$ cat config.mk
export PLATFORM = sky130hd
export DESIGN_NAME = pwm_duty_meter_flat
export DESIGN_NICKNAME = d
export VERILOG_FILES = /design/src/rtl/pwm_meter_pkg.sv /design/src/rtl/pwm_duty_meter_if.sv /design/src/rtl/pwm_in_cond.sv /design/src/rtl/pwm_duty_meter.sv /design/src/flat_wrapper.sv
export SDC_FILE = /design/constraint.sdc
export NUM_CORES = 1
export LEC_CHECK = 0
export CORE_MARGIN = 2
export CORE_UTILIZATION = 32
export DETAILED_ROUTE_END_ITERATION = 7
export PLACE_DENSITY_LB_ADDON = 0.3
export RECOVER_POWER = 50
export SLEW_MARGIN = 20
export SYNTH_ARGS = -nofsm -noshare
export SYNTH_HDL_FRONTEND = slang
export SYNTH_SLANG_ARGS = --single-unit
$ cat constraint.sdc
create_clock -name clk -period 3.26 [get_ports clk]
set_clock_uncertainty 0.15 [all_clocks]
set_input_delay 0.652 -clock clk [delete_from_list [all_inputs] [get_ports clk]]
set_output_delay 0.652 -clock clk [all_outputs]
set_load 0.1 [all_outputs]
$ cat src/rtl/pwm_meter_pkg.sv
// pwm_meter_pkg: FSM state type and default window width shared by the pwm_duty_meter files
package pwm_meter_pkg;
  typedef enum logic [1:0] {IDLE = 2'd0, ARM = 2'd1, MEASURE = 2'd2, DONE = 2'd3} meter_state_t;
  localparam int PWM_METER_WIN_W_DEF = 8;
endpackage

$ cat src/rtl/pwm_duty_meter_if.sv
// pwm_duty_meter_if: control (en, cont, start) and result (duty, rise_cnt, valid, busy, stuck_hi, stuck_lo) bundle; master drives control, slave is the meter
interface pwm_duty_meter_if import pwm_meter_pkg::*; #(
  parameter int WIN_W = PWM_METER_WIN_W_DEF
) ();
  logic en, cont, start;
  logic [WIN_W-1:0] duty, rise_cnt;
  logic valid, busy, stuck_hi, stuck_lo;
  modport master (output en, cont, start, input duty, rise_cnt, valid, busy, stuck_hi, stuck_lo);
  modport slave (input en, cont, start, output duty, rise_cnt, valid, busy, stuck_hi, stuck_lo);
endinterface

$ cat src/rtl/pwm_in_cond.sv
// pwm_in_cond: clk, rst, async pwm_in -> SYNC_STAGES synchronizer, optional 3-sample glitch filter (PWM_METER_GLITCH_FILTER_EN), outputs level s and rise
module pwm_in_cond #(
  parameter int SYNC_STAGES = 2
) (
  input  logic clk,
  input  logic rst,
  input  logic pwm_in,
  output logic s,
  output logic rise
);
  logic [SYNC_STAGES-1:0] sync;
  logic s_d;
`ifdef PWM_METER_GLITCH_FILTER_EN
  logic [1:0] h;
  always_ff @(posedge clk)
    if (rst) h <= '0;
    else h <= {h[0], sync[SYNC_STAGES-1]};
  always_comb s = (h == {2{sync[SYNC_STAGES-1]}}) ? sync[SYNC_STAGES-1] : s_d;
`else
  always_comb s = sync[SYNC_STAGES-1];
`endif
  always_ff @(posedge clk)
    if (rst) begin
      sync <= '0;
      s_d <= 1'b0;
    end else begin
      sync <= {sync[SYNC_STAGES-2:0], pwm_in};
      s_d <= s;
    end
  always_comb rise = s & ~s_d;
endmodule

$ cat src/rtl/pwm_duty_meter.sv
// pwm_duty_meter: PWM duty/edge meter; ports clk, rst, pwm_in, bus (pwm_duty_meter_if.slave); glitch filter via PWM_METER_GLITCH_FILTER_EN
module pwm_duty_meter import pwm_meter_pkg::*; #(
  parameter int WIN_W = PWM_METER_WIN_W_DEF,
  parameter int SYNC_STAGES = 2
) (
  input logic clk,
  input logic rst,
  input logic pwm_in,
  pwm_duty_meter_if.slave bus
);
  meter_state_t state, nxt;
  logic s, rise, last;
  logic [WIN_W-1:0] cnt;
  logic [WIN_W:0] hi, re, hi_nx, re_nx;
  pwm_in_cond #(.SYNC_STAGES(SYNC_STAGES)) u_cond (
    .clk(clk), .rst(rst), .pwm_in(pwm_in), .s(s), .rise(rise)
  );
  always_comb begin
    last = &cnt;
    hi_nx = hi + {{WIN_W{1'b0}}, s};
    re_nx = re + {{WIN_W{1'b0}}, rise};
    nxt = !bus.en ? IDLE :
          state == IDLE ? ((bus.start | bus.cont) ? ARM : IDLE) :
          state == ARM ? (rise ? MEASURE : last ? DONE : ARM) :
          state == MEASURE ? (last ? DONE : MEASURE) :
          (bus.cont ? ARM : IDLE);
    bus.busy = state == ARM || state == MEASURE;
    bus.valid = state == DONE;
  end
  always_ff @(posedge clk)
    if (rst) begin
      state <= IDLE;
      cnt <= '0;
      hi <= '0;
      re <= '0;
      bus.duty <= '0;
      bus.rise_cnt <= '0;
      bus.stuck_hi <= 1'b0;
      bus.stuck_lo <= 1'b0;
    end else begin
      state <= nxt;
      cnt <= (state == ARM && nxt == MEASURE) ? WIN_W'(1) :
             (state == nxt && state != IDLE) ? cnt + 1'b1 : '0;
      hi <= state == MEASURE ? hi_nx : (WIN_W+1)'(1);
      re <= state == MEASURE ? re_nx : (WIN_W+1)'(1);
      if (nxt == DONE) begin
        bus.duty <= state == ARM ? {WIN_W{s}} : hi_nx[WIN_W] ? '1 : hi_nx[WIN_W-1:0];
        bus.rise_cnt <= state == ARM ? '0 : re_nx[WIN_W] ? '1 : re_nx[WIN_W-1:0];
        bus.stuck_hi <= state == ARM && s;
        bus.stuck_lo <= state == ARM && !s;
      end
    end
endmodule

$ cat src/flat_wrapper.sv
// flat-port wrapper written by rule: the top's interface ports become plain ports
module pwm_duty_meter_flat import pwm_meter_pkg::*;
#(
  parameter int WIN_W = PWM_METER_WIN_W_DEF,
  parameter int SYNC_STAGES = 2
)
  (clk, rst, pwm_in, bus_en, bus_cont, bus_start, bus_duty, bus_rise_cnt, bus_valid, bus_busy, bus_stuck_hi, bus_stuck_lo);
  pwm_duty_meter_if #(.WIN_W(WIN_W)) bus_i ();
  input logic clk;
  input logic rst;
  input logic pwm_in;
  input wire logic [$bits(bus_i.en)-1:0] bus_en;
  input wire logic [$bits(bus_i.cont)-1:0] bus_cont;
  input wire logic [$bits(bus_i.start)-1:0] bus_start;
  output wire logic [$bits(bus_i.duty)-1:0] bus_duty;
  output wire logic [$bits(bus_i.rise_cnt)-1:0] bus_rise_cnt;
  output wire logic [$bits(bus_i.valid)-1:0] bus_valid;
  output wire logic [$bits(bus_i.busy)-1:0] bus_busy;
  output wire logic [$bits(bus_i.stuck_hi)-1:0] bus_stuck_hi;
  output wire logic [$bits(bus_i.stuck_lo)-1:0] bus_stuck_lo;
  assign bus_i.en = bus_en;
  assign bus_i.cont = bus_cont;
  assign bus_i.start = bus_start;
  assign bus_duty = bus_i.duty;
  assign bus_rise_cnt = bus_i.rise_cnt;
  assign bus_valid = bus_i.valid;
  assign bus_busy = bus_i.busy;
  assign bus_stuck_hi = bus_i.stuck_hi;
  assign bus_stuck_lo = bus_i.stuck_lo;
  pwm_duty_meter #(.WIN_W(WIN_W), .SYNC_STAGES(SYNC_STAGES)) u_core (.clk(clk), .rst(rst), .pwm_in(pwm_in), .bus(bus_i));
endmodule
-- After elaboration in Yosys (flattened, before gate mapping)
Cells that the tools add are included.
W data, S select, Z words.
- register bits after elaboration: 49
- bits in latches: 0
- bits in writable memories: 0
- bits in read-only memories: 0
- output and inout bits: 20
- logic and storage cells: 55
- memories kept: 0
- add/subtract/negate cells: 3
- $mul: 0
- divide/modulo/power cells: 0
- magnitude comparators: 0
- eq/ne operators: 6
- shift-type cells: 0
- mux-type cells: 17
- bitwise gates (word level): 5
- reductions and logical operators: 11
- operator list (kind ; number):
    $mux W8 ; 4
    $add A9 B1 Y9 ; 2
    $mux W2 ; 6
    $add A8 B1 Y8 const B ; 1
    $eq A2 B2 Y1 const B ; 4
    $reduce_and A8 Y1 ; 1
    $mux W1 ; 7
    $logic_and A1 B1 Y1 ; 4
    $not A1 Y1 ; 3
    $reduce_or A3 Y1 ; 1
    $eq A2 B1 Y1 const B ; 1
    $eq A2 B2 Y1 ; 1
    $logic_not A2 Y1 ; 1
    $reduce_bool A2 Y1 ; 1
    $reduce_or A2 Y1 ; 1
    $and A1 B1 Y1 ; 1
    $logic_not A1 Y1 ; 1
    $logic_or A1 B1 Y1 ; 1
    $or A1 B1 Y1 ; 1

-- Depth between registers and ports, before layout
- depth in word-level cells: 10
- depth in mapped cells: 10

-- By module
Synthesis repeated with hierarchy kept, for this count alone.
- cell total of the unflattened synthesis: 222
- area, all modules: 2199.6 µm²
- modules (own cells, without submodules) (module ; instances ; cells each ; area each (µm²)):
    pwm_duty_meter ; 1 ; 215 ; 2112.0
    pwm_in_cond ; 1 ; 7 ; 87.6

-- Worst setup path after synthesis
No wires, ideal clock.
- kind: register -> register
- from: reg u_core.cnt[0]
- to: reg u_core.bus.rise_cnt[2]
- data arrival time: 2036 ps
- required time: 2977 ps
- setup slack: 941 ps
- stages on the path, launching flop included: 9
- cell sequence: dfxtp_1 ha_1 nand4_2 or2_4 or4_4 buf_6 clkbuf_1 nand2_1 a21oi_2
- longest elaborated chain between the ends: 7
- elaborated cells on any way between the ends: 9
- those cells by class: eq/ne: 1; mux: 7; reduce/logical: 1
- RTL lines (what ; line ; text):
    from (decl) ; pwm_duty_meter.sv:13 ; logic [WIN_W-1:0] cnt;
    from (signal assigned) ; pwm_duty_meter.sv:42 ; cnt <= (state == ARM && nxt == MEASURE) ? WIN_W'(1) :
    $reduce_and A8 Y1 (*) ; pwm_duty_meter.sv:19 ; last = &cnt;
    $mux W1 or $mux W2 (tied branches) ; pwm_duty_meter.sv:25, pwm_duty_meter.sv:24 ;
    $mux W2 (on tied branches) ; pwm_duty_meter.sv:25, pwm_duty_meter.sv:24 ;
    $mux W2 (*) ; pwm_duty_meter.sv:24 ; state == ARM ? (rise ? MEASURE : last ? DONE : ARM) :
    $mux W2 (*) ; pwm_duty_meter.sv:23 ; state == IDLE ? ((bus.start | bus.cont) ? ARM : IDLE) :
    $mux W2 (*) ; pwm_duty_meter.sv:22 ; nxt = !bus.en ? IDLE :
    $eq A2 B2 Y1 (*) ; pwm_duty_meter.sv:46 ; if (nxt == DONE) begin
    to (signal assigned) ; pwm_duty_meter.sv:48 ; bus.rise_cnt <= state == ARM ? '0 : re_nx[WIN_W] ? '1 : re_nx[WIN_W-1:0];
    to (decl) ; pwm_duty_meter_if.sv:9 ; modport slave (input en, cont, start, output duty, rise_cnt, valid, busy, stuck_hi, stuck_lo);
Mark *: on every way between the ends. The rest lies on a longest branch, timed or not.
A chain may end at the register's enable or synchronous reset.

-- Worst setup path after layout
- from: reg u_core.state[0]
- to: reg u_core.bus.rise_cnt[0]
- longest elaborated chain between the ends: 6
- elaborated cells on any way between the ends: 9
- those cells by class: eq/ne: 3; mux: 5; reduce/logical: 1
- RTL lines (what ; line ; text):
    from (decl) ; pwm_duty_meter.sv:11 ; meter_state_t state, nxt;
    from (signal assigned) ; pwm_duty_meter.sv:41 ; state <= nxt;
    $eq A2 B2 Y1 ; pwm_duty_meter.sv:25 ; state == MEASURE ? (last ? DONE : MEASURE) :
    $mux W2 ; pwm_duty_meter.sv:25 ;
    $mux W2 ; pwm_duty_meter.sv:24 ;
    $mux W2 ; pwm_duty_meter.sv:23 ;
    $mux W2 ; pwm_duty_meter.sv:22 ;
    $eq A2 B2 Y1 ; pwm_duty_meter.sv:46 ;
Several ways; a longest one is shown, not always the timed one.

==> flow_summary.ini <==
[status]
status = complete, no violations

[critical_path]
critical_path_required_ps = 3370
start_kind = flip-flop
endpoint_kind = flip-flop
cpPeakStageDelay_ps = 710
path_delay_family = compound AO/OA/AOI/OAI gates
worstPathCellList = inv_1 -> ha_1 -> o21ai_0 -> or4_4 -> a2111oi_0 -> a31o_2
cp_num_buf_inv = 1
worst_ep_arrival_time_ps = 2830
cp_max_fo = 22
crit_type = reg2reg
crit_slowest_cell = or4_4

[sta]
rsz0062_at_grt = no
fmax_mhz = 368
max_slew.worst_pin.slew_ps = 1190
setup_violations = 0
hold_viol = 0
period_needed_ps = 2720
finalSetupTns_ps = 0
slew_violations = 0
fin_crit_sh_pct = 83.5
slew_headroom_pct = 21.1

[grt]
grt_pass1_vias = 1668
grt_pass1_wl_um = 8110
overflow = 0
grt_usage_pct = 12.9
antenna_found_initial = 0
grt_max_degree = 23

[final_layout]
area_delta_synth_final_pct = 13.4
fill_cells = 788
nets = 306
final_cell_area_um2 = 2640
diodes = 0
drive_gt1_share_pct = 6.53

[floorplan]
coreArea_um2 = 7140
die-area_um2 = 7960
die-width_um = 89.2
start_util_pct = 32.6
io_pins = 26
die_y_um = 89.2
fp-row-count = 31

[pwr]
p_per_area_nw_per_um2 = 396
irDropWorstVdd_uv = 154
p_leak_nw = 0.852

[logic_synthesis]
syn_area_um2 = 2320
synth_async_sr_flop_share_pct = 0
ys_ff_latch = 49
syn-num-nets = 282
synthCells = 267
avgSynthCellArea_um2 = 8.70
ys_top_cells_by_area = dfxtp_1 (42%), xnor2_1 (7.2%), nor2_1 (5.2%), ha_1 (4.8%), nand3_1 (4.5%)
synth_cell_types = 45
synthDominantCellAreaShare_pct = 42.2
synth_area_leader_cell = dfxtp_1
synth_edf_count = 0
ys_seq_area_share_pct = 42.2
ys_warn_count = 0
ys.flop_type = dfxtp_1

[clocking]
holdBufCountCts = 0
numCtsBuffers = 5
cts_sinks = 49
clock_latency_ps = 310
clk_transition_reported_paths_ps = 90
postCtsSetupBuffers = 0
h-tree-depth = 2
cts_resized = 0
cts_tree = yes
clock_path_buffers = 2
cts_root_buf = clkbuf_8

[route]
drt_iter0_markers = 91
dr_total_vias = 1893
drt-wirelength-per-cell_um = 12.6
first_pass_iters = 4
routed_wl_um = 4930
avgViaCountPerCell = 4.85
drc_errors = 0
drtAntennaViolNets = 0

[placement]
place_area_um2 = 2620
hpwl_um = 3530
place_congestion = 0.897
portBuffers = 25

[min_path]
hp-class = reg2reg

[job]
cap_violations = 0
-- synthesized netlist by cell type (6+ instances only) --
| library cell | count |
|---|---|
| xnor2_1 | 19 |
| clkbuf_1 | 8 |
| nand2_1 | 20 |
| nor3_1 | 12 |
| and3_1 | 6 |
| ha_1 | 9 |
| nand3_1 | 21 |
| a21oi_1 | 8 |
| xor2_1 | 7 |
| o21ai_1 | 7 |
| dfxtp_1 | 49 |
| nor2b_1 | 7 |
| inv_1 | 9 |
| nor2_1 | 32 |
-- per-stage QoR --
stage	util [%]	power [mW]	hold slack [ps]	setup WS (ps)	cells
6_report	36.9	1.04	293	539	390
5_1_grt	36.9	1.09	321	336	390
4_1_cts	38.0	1.06	296	584	390
3_5_place_dp	36.7	0.689	276	339	383
3_3_place_gp	36.7	0.688	273	395	383
2_1_floorplan	-	0.666	264	941	267
-- routing by layer --
metal / wire [um] / global-route usage [%]
met1: 2510 / 17.8
met4: 51 / 3.39
met5: 0 / 0
met2: 2220 / 20.2
met3: 146 / 3.42
-- path summary, 6_finish.rpt --
| kind | start | to | slack, ps | depth (start not counted) |
|---|---|---|---|---|
| worst max register to register | u_core.state[0]$_SDFF_PP0_ | u_core.bus.rise_cnt[0]$_SDFFE_PP0N_ | 540 | 6 |
| worst min-delay path | u_core.u_cond.sync[0]$_SDFF_PP0_ | u_core.u_cond.sync[1]$_SDFF_PP0_ | 290 | 1 |
| worst min register to register | u_core.u_cond.sync[0]$_SDFF_PP0_ | u_core.u_cond.sync[1]$_SDFF_PP0_ | 290 | 1 |
| worst max-delay path | u_core.state[0]$_SDFF_PP0_ | u_core.bus.rise_cnt[0]$_SDFFE_PP0N_ | 540 | 6 |
-- power breakdown --
| group | total (mW) | switching, mW | internal (mW) | leakage [nW] |
|---|---|---|---|---|
| registers | 0.606 | 0.00338 | 0.602 | 0.396 |
| logic | 0.0677 | 0.0451 | 0.0226 | 0.413 |
| clock network | 0.371 | 0.202 | 0.168 | 0.0433 |
| total | 1.04 | 0.251 | 0.793 | 0.852 |
-- worst register-to-register path, delay by kind of cell (launching register included) --
kind                       cells  cell delay [ps]
adders and majority gates      1              360
DFF                            1              400
buffers and inverters          1              140
and+or+nand+nor                1              710
AOI/OAI and AO/OA              3              920
-- area by class of cell --
cell class	count	area, um^2	share of cell area (%)
multi-input combinational	198	1260	47.8
timing repair buffer	28	148	5.60
inverter	9	33.8	1.28
sequential	49	981	37.2
clock inverter	1	7.51	0.285
clock buffer	6	82.6	3.13
tap	99	124	4.70
-- sequential cells by signal (all words and copies together) (netlist names) --
signal               flops
u_core.state             2
u_core.re                9
u_core.bus.stuck_hi      1
u_core.u_cond.s_d        1
u_core.bus.rise_cnt      8
u_core.cnt               8
u_core.bus.duty          8
u_core.u_cond.sync       2
u_core.hi                9
u_core.bus.stuck_lo      1
-- cells by family (layout without fill, tap and decap cells) --
group                      count (synthesis)  in the layout  synth area share, %
AOI/OAI and AO/OA                         45             45                 13.8
xor gates and xnor gates                  26             26                 9.80
adders and majority gates                  9              9                 4.85
buffers and inverters                     20             44                 3.61
DFF                                       49             49                 42.2
muxes                                      1              1                0.431
and+or+nand+nor                          117            117                 25.3
-- layout by cell type (no fill, tap or decap), types with 8 or more instances in the layout --
cell type	Yosys	layout
ha_1	9	9
nand2_1	20	20
xnor2_1	19	19
a21oi_1	8	8
inv_1	9	9
dfxtp_1	49	49
nor3_1	12	12
clkbuf_1	8	20
nor2_1	32	32
nand3_1	21	21
No activity file was read; power rests on OpenSTA's default activity.
